$ cat src/rtl/tx_frame_sched_if.sv
// tx_frame_sched_if: source-side and MAC-side frame streams plus scheduler status
interface tx_frame_sched_if #(
  parameter int DEVICE_NUM = 4
);
  localparam int PW = $clog2(DEVICE_NUM);
  logic [DEVICE_NUM-1:0]   req;
  logic [8*DEVICE_NUM-1:0] in_data;
  logic [DEVICE_NUM-1:0]   in_valid;
  logic [DEVICE_NUM-1:0]   in_last;
  logic [DEVICE_NUM-1:0]   in_ready;
  logic [7:0]              out_data;
  logic                    out_valid;
  logic                    out_last;
  logic                    out_ready;
  logic [DEVICE_NUM-1:0]   grant;
  logic [PW-1:0]           port_number;
  logic                    busy;
  logic                    err_len;
  modport master (
    output req, in_data, in_valid, in_last, out_ready,
    input  in_ready, out_data, out_valid, out_last, grant, port_number, busy, err_len
  );
  modport slave (
    input  req, in_data, in_valid, in_last, out_ready,
    output in_ready, out_data, out_valid, out_last, grant, port_number, busy, err_len
  );
endinterface

$ cat src/rtl/tx_frame_sched.sv
// tx_frame_sched: round-robin per-frame scheduler of byte streams onto one MAC TX stream
module tx_frame_sched #(
  parameter int DEVICE_NUM = 4,
  parameter int IFG_CYCLES = 12,
  parameter int MAX_LEN    = 1518
) (
  input logic clk,
  input logic rst_n,
  tx_frame_sched_if.slave bus
);
  localparam int PW = $clog2(DEVICE_NUM);
  localparam int CW = $clog2(MAX_LEN + 1);
  localparam logic [CW-1:0] LEN_MAX  = CW'(MAX_LEN);
  localparam logic [CW-1:0] IFG_LOAD = CW'(IFG_CYCLES > 0 ? IFG_CYCLES - 1 : 0);
  typedef enum logic [1:0] {IDLE, XFER, DRAIN, IFG} state_t;
  localparam state_t END_STATE = (IFG_CYCLES == 0) ? IDLE : IFG;
  state_t state, state_n;
  logic [DEVICE_NUM-1:0] gnt, gnt_n;
  logic [PW-1:0] port, port_n, last, last_n, pick, idx;
  logic [CW-1:0] cnt, cnt_n;
  logic err, err_n, found, sel_valid, sel_last, beat, trunc;
  assign sel_valid       = bus.in_valid[port];
  assign sel_last        = bus.in_last[port];
  assign beat            = state == XFER && sel_valid && bus.out_ready;
  assign trunc           = cnt == LEN_MAX - 1'b1 && !sel_last;
  assign bus.grant       = gnt;
  assign bus.port_number = port;
  assign bus.busy        = state != IDLE;
  assign bus.err_len     = err;
  // round-robin pick: scan from last+1 with wrap, the nearest requester wins
  always_comb begin
    pick  = '0;
    idx   = '0;
    found = 1'b0;
    for (int k = DEVICE_NUM; k >= 1; k--) begin
      idx = PW'((int'(last) + k) % DEVICE_NUM);
      if (bus.req[idx]) begin
        pick  = idx;
        found = 1'b1;
      end
    end
  end
  // next-state logic with the combinational datapath mux on the granted port
  always_comb begin
    state_n       = state;
    gnt_n         = gnt;
    port_n        = port;
    last_n        = last;
    cnt_n         = cnt;
    err_n         = 1'b0;
    bus.out_data  = '0;
    bus.out_valid = 1'b0;
    bus.out_last  = 1'b0;
    bus.in_ready  = '0;
    case (state)
      IDLE: if (found) begin
        state_n     = XFER;
        gnt_n       = '0;
        gnt_n[pick] = 1'b1;
        port_n      = pick;
        last_n      = pick;
        cnt_n       = '0;
      end
      XFER: begin
        bus.out_data       = bus.in_data[{port, 3'b000} +: 8];
        bus.out_valid      = sel_valid;
        bus.out_last       = sel_last || trunc;
        bus.in_ready[port] = bus.out_ready;
        if (beat) begin
          cnt_n = cnt == LEN_MAX ? cnt : cnt + 1'b1;
          if (trunc) begin
            state_n = DRAIN;
            err_n   = 1'b1;
          end else if (sel_last) begin
            state_n = END_STATE;
            gnt_n   = '0;
            cnt_n   = IFG_LOAD;
          end
        end
      end
      DRAIN: begin
        bus.in_ready[port] = 1'b1;
        if (sel_valid && sel_last) begin
          state_n = END_STATE;
          gnt_n   = '0;
          cnt_n   = IFG_LOAD;
        end
      end
      IFG: if (cnt == '0) state_n = IDLE;
           else cnt_n = cnt - 1'b1;
      default: state_n = IDLE;
    endcase
  end
  // state and grant registers; after reset the pointer sits on the last port so port 0 leads
  always_ff @(posedge clk or negedge rst_n) begin
    if (!rst_n) begin
      state <= IDLE;
      gnt   <= '0;
      port  <= '0;
      last  <= PW'(DEVICE_NUM - 1);
      cnt   <= '0;
      err   <= 1'b0;
    end else begin
      state <= state_n;
      gnt   <= gnt_n;
      port  <= port_n;
      last  <= last_n;
      cnt   <= cnt_n;
      err   <= err_n;
    end
  end
endmodule

$ cat src/flat_wrapper.sv
// flat-port wrapper written by rule: the top's interface ports become plain ports
module tx_frame_sched_flat 
#(
  parameter int DEVICE_NUM = 4,
  parameter int IFG_CYCLES = 12,
  parameter int MAX_LEN    = 1518
)
  (clk, rst_n, bus_req, bus_in_data, bus_in_valid, bus_in_last, bus_out_ready, bus_in_ready, bus_out_data, bus_out_valid, bus_out_last, bus_grant, bus_port_number, bus_busy, bus_err_len);
  tx_frame_sched_if #(.DEVICE_NUM(DEVICE_NUM)) bus_i ();
  input logic clk;
  input logic rst_n;
  input wire logic [$bits(bus_i.req)-1:0] bus_req;
  input wire logic [$bits(bus_i.in_data)-1:0] bus_in_data;
  input wire logic [$bits(bus_i.in_valid)-1:0] bus_in_valid;
  input wire logic [$bits(bus_i.in_last)-1:0] bus_in_last;
  input wire logic [$bits(bus_i.out_ready)-1:0] bus_out_ready;
  output wire logic [$bits(bus_i.in_ready)-1:0] bus_in_ready;
  output wire logic [$bits(bus_i.out_data)-1:0] bus_out_data;
  output wire logic [$bits(bus_i.out_valid)-1:0] bus_out_valid;
  output wire logic [$bits(bus_i.out_last)-1:0] bus_out_last;
  output wire logic [$bits(bus_i.grant)-1:0] bus_grant;
  output wire logic [$bits(bus_i.port_number)-1:0] bus_port_number;
  output wire logic [$bits(bus_i.busy)-1:0] bus_busy;
  output wire logic [$bits(bus_i.err_len)-1:0] bus_err_len;
  assign bus_i.req = bus_req;
  assign bus_i.in_data = bus_in_data;
  assign bus_i.in_valid = bus_in_valid;
  assign bus_i.in_last = bus_in_last;
  assign bus_i.out_ready = bus_out_ready;
  assign bus_in_ready = bus_i.in_ready;
  assign bus_out_data = bus_i.out_data;
  assign bus_out_valid = bus_i.out_valid;
  assign bus_out_last = bus_i.out_last;
  assign bus_grant = bus_i.grant;
  assign bus_port_number = bus_i.port_number;
  assign bus_busy = bus_i.busy;
  assign bus_err_len = bus_i.err_len;
  tx_frame_sched #(.DEVICE_NUM(DEVICE_NUM), .IFG_CYCLES(IFG_CYCLES), .MAX_LEN(MAX_LEN)) u_core (.clk(clk), .rst_n(rst_n), .bus(bus_i));
endmodule
$ cat config.mk
export PLATFORM = sky130hd
export DESIGN_NAME = tx_frame_sched_flat
export DESIGN_NICKNAME = d
export VERILOG_FILES = /design/src/rtl/tx_frame_sched_if.sv /design/src/rtl/tx_frame_sched.sv /design/src/flat_wrapper.sv
export SDC_FILE = /design/constraint.sdc
export NUM_CORES = 1
export LEC_CHECK = 0
export BUFFER_PORTS_ARGS = -buffer_cell sky130_fd_sc_hd__buf_4
export CAP_MARGIN = 40
export CORE_MARGIN = 5
export CORE_UTILIZATION = 40
export CTS_CLUSTER_SIZE = 16
export DETAILED_ROUTE_END_ITERATION = 12
export PLACE_DENSITY_LB_ADDON = 0.2
export SYNTH_ARGS = -nofsm -noshare
export SYNTH_HDL_FRONTEND = slang
export SYNTH_SLANG_ARGS = --single-unit
$ cat constraint.sdc
create_clock -name clk -period 5.6 [get_ports clk]
set_clock_uncertainty 0.2 [all_clocks]
set_input_delay 0.84 -clock clk [delete_from_list [all_inputs] [get_ports clk]]
set_output_delay 0.84 -clock clk [all_outputs]
set_load 0.02 [all_outputs]
==> reports/metrics.sh <==
FP.DIEH_UM=82.0
POST_CTS.REPAIR.SETUP_BUFFERS=0
CLOCK.FMAX_MHz=318
DRIVE_ABOVE_1_SHARE_PCT=34.6
HTREE_NUM_LEVELS=1
DIE-AREA_MM2=0.00672
MAXIMUM_NUMBER_OF_PINS_ON_ONE_NET_BEFORE_GLOBAL_ROUTE_REPAIR=23
CPPEAKSTAGEDELAY_NS=0.82
POWER_SWITCHING_mW=0.727
LAYOUT.NETS=348
DIE_X_UM=82.0
TIMING.MAX_SLEW.REL_SLACK_PCT=51.4
TRITONCTS_NUM_SINKS=22
CRITICAL_PATH.MOST_COMMON_CELL='nor2_1'
GRT_SETUP_UNREPAIRED='no'
WORST_PATH_ARRIVAL_TIME_NS=2.11
SETUP_VIOLATIONS_FINAL=0
RUN_STATUS='finished clean'
SYNTHESIS.NETS=290
TRACK_USAGE_PCT=19.9
ANT_NETS=0
FINAL.SETUP.TNS_NS=0
CTS_BUFFERS=3
CRIT_CHAIN='mux4_2 > nor2_1 > nor2_1 > buf_4'
COMMONEST_REGISTER_CELL_AFTER_SYNTHESIS='dfrtp_1'
POWER_SWITCHING_SHARE_PCT=48.5
ASYNC_FLOP_SHARE_PCT=100
POST_LAYOUT_NONFILLER_INSTANCES=362
CTS_HOLD_BUF=0
MIN_PERIOD_OVER_PERIOD_PCT=56.2
CLOCKPOWERSHARE_PCT=10.0
PLACEMENTROWS=26
LAYOUT_COMMON_CELLS='69 x buf_4, 20 x dfrtp_1, 16 x nor2_1'
AREA.GROWTH.SYNTH_TO_FINAL_PCT=29.0
CELLINTERNALPOWER_mW=0.773
CP_MAX_FO=15
CLK_LATENCY_NS=0.26
PLACE.PORT_BUFFERS=68
WORST-SETUP-PATH-TYPE='reg2out'
PLACED_CELLS_INCL_TAPS=358
ANTENNA_FOUND_INITIAL=0
CLOCKBUFFERDEPTH=2
IOS=69
WL_MM=6.17
CP_DATA_REQUIRED_TIME_NS=4.56
VIAS_PER_CELL=5.82
PLACEABLECOREAREA_MM2=0.00507
TYPE_OF_DESTINATION_OF_THE_CRITICAL_PATH='output port'
GRT_OVERFLOW_TOTAL=0
DETAILEDROUTE.FIRSTITERATIONVIOLATIONS=223
FINAL.SETUP.WORST_SLACK_NS=2.45
PLACE_WS_NS=2.65
INITIAL_CELL_DENSITY_OF_THE_CORE_PCT=40.8
GRT_PASS1_VIAS=2147
YOSYSSEQAREASHARE_PCT=26.7
TRITONCTS_CLOCK_TREE='done'
FINAL_MAX_SLEW_VIOL_COUNT=0
PWR-SHARE-COMB_PCT=65.9
REMAINING_DRC_ERRORS=0
POWER.SEQUENTIAL.FRACTION_PCT=24.2
FINAL_COMMON_CELL='buf_4'
POST_SYNTH_DESIGN_CELL_AREA_MM2=0.00207
COUNT_OF_TRITONROUTE_ITERATIONS_IN_THE_FIRST_ROUTING_PASS=5
SYN_INST=235
FINALWEIGHTEDCONGESTION=0.907
TIGHTEST_SLEW_NS=0.729
LKG_PWR_nW=1.16
WORST_PATH_MAX_DELAY_CELL='dfrtp_1'
FF_LATCH_COUNT_SYNTH=22
FILLERS=478
SYN-MEAN-INSTANCE-AREA_UM2=8.82
YOSYS.CELL_TYPES.COUNT=61
CELL_CHOSEN_FOR_THE_CLOCK_ROOT='clkbuf_8'
CRITICAL_PATH.STARTPOINT_TYPE='flop'
CLK_TRANSITION_REPORTED_PATHS_NS=0.08
HOLD_PATH_CLASS='in2async'
MAXCAPVIOLATIONS=0
MAXIMUM_VDD_DROP_mV=0.256
SYNTH-EDFF-COUNT=0
PERIOD_NEEDED_NS=3.15
HPWLAFTERDP_MM=4.73
GRT_PASS1_WL_MM=10.5
DETAILROUTE.VIA_COUNT=2108
WIRE_PER_INST_UM=17.0
CTS_RESIZED=0
ANTENNA-DIODE-COUNT=0
YOSYSWARNINGCOUNT=0
HOLD_VIOLATIONS=0
POWERDENSITY_mW_PER_MM2=561
==> synth_stat cells (all sizes together), types with 5 or more instances <==
cell type	number	share of area, %
nor2	16	2.9
nand2	13	2.7
nor3	14	3.4
mux4	10	11
clkbuf	9	1.6
buf	7	2.0
nand3	15	3.6
inv	10	1.8
and2	11	3.3
nand4	5	1.5
ha	8	4.8
a21oi	12	3.1
nor4	5	1.5
mux2	6	3.3
o21ai	10	2.4
dfrtp	20	24
==> critical path, delay by kind of cell, from the launching register on <==
family	cells	cell delay, ns
simple gates	2	0.18
buf+inv	1	0.16
flops	1	0.82
mux	1	0.67
==> cell families after synthesis <==
group / after synthesis / share of synthesized area [%]
AO/OA/AOI/OAI: 58 / 20.4
XOR/XNOR: 2 / 0.846
adder cells (fa/ha/maj): 8 / 4.83
buffers and inverters: 27 / 5.62
flip-flops: 22 / 26.7
multiplexers: 18 / 15.1
AND/OR/NAND/NOR: 100 / 26.6
==> layer usage <==
layer	global-route usage [%]	vias to the layer above	share of wire (%)	wire, µm
met5	0	-	0	0
met1	25.4	1000	41	2550
met4	5.32	0	0.81	50
met3	4.06	6	5.9	366
li1	-	1017	-	-
met2	33.8	85	52	3200
==> sequential cells by signal (all words and copies together), names as in the netlist <==
| register | count |
|---|---|
| u_core.bus.port_number | 2 |
| u_core.last | 2 |
| u_core.bus.grant | 4 |
| u_core.cnt | 11 |
| u_core.bus.err_len | 1 |
| u_core.state | 2 |
==> power groups by stage <==
stage,logic (mW),registers (mW),clock network [mW]
after detailed placement,0.976,0.364,0
after CTS,0.982,0.360,0.154
after global routing,1.08,0.381,0.161
after floorplan,0.771,0.290,0
after global placement,0.971,0.365,0
final,0.988,0.363,0.150
==> path summary, 6_finish.rpt <==
path                                                start             endpoint  slack, ns  cells after the start
min in group clk                      u_core.bus.grant[3]  u_core.bus.grant[3]       0.32                      1
worst max-delay path            u_core.bus.port_number[0]         bus_out_last       2.45                      4
worst min-delay path                                rst_n       u_core.cnt[10]       0.26                      1
worst min register to register        u_core.bus.grant[3]  u_core.bus.grant[3]       0.32                      1
max in group asynchronous                           rst_n       u_core.last[0]       4.66                      1
worst max register to register  u_core.bus.port_number[0]  u_core.bus.grant[2]       2.68                      6
==> stage by stage <==
stage | hold slack (ns) | cell area, µm² | total power, mW | util (%)
6_report | 0.256 | 2670 | 1.50 | 52.7
5_1_grt | 0.267 | 2670 | 1.62 | 52.7
4_1_cts | 0.264 | 2670 | 1.50 | 52.7
3_5_place_dp | 0.300 | 2600 | 1.34 | 51.3
3_3_place_gp | 0.300 | 2590 | 1.34 | 51.1
2_1_floorplan | 0.284 | 2070 | 1.06 | -
==> final cells by class <==
class                           count  area, µm²  area share [%]
Timing Repair Buffer               69        518            19.4
Tap cell                           70       87.6            3.28
Sequential cell                    22        553            20.7
Clock inverter                      1       30.0            1.12
Clock buffer                        3       41.3            1.54
Multi-Input combinational cell    186       1400            52.5
Inverter                           11       41.3            1.54
(Power assumes the default switching activity.)
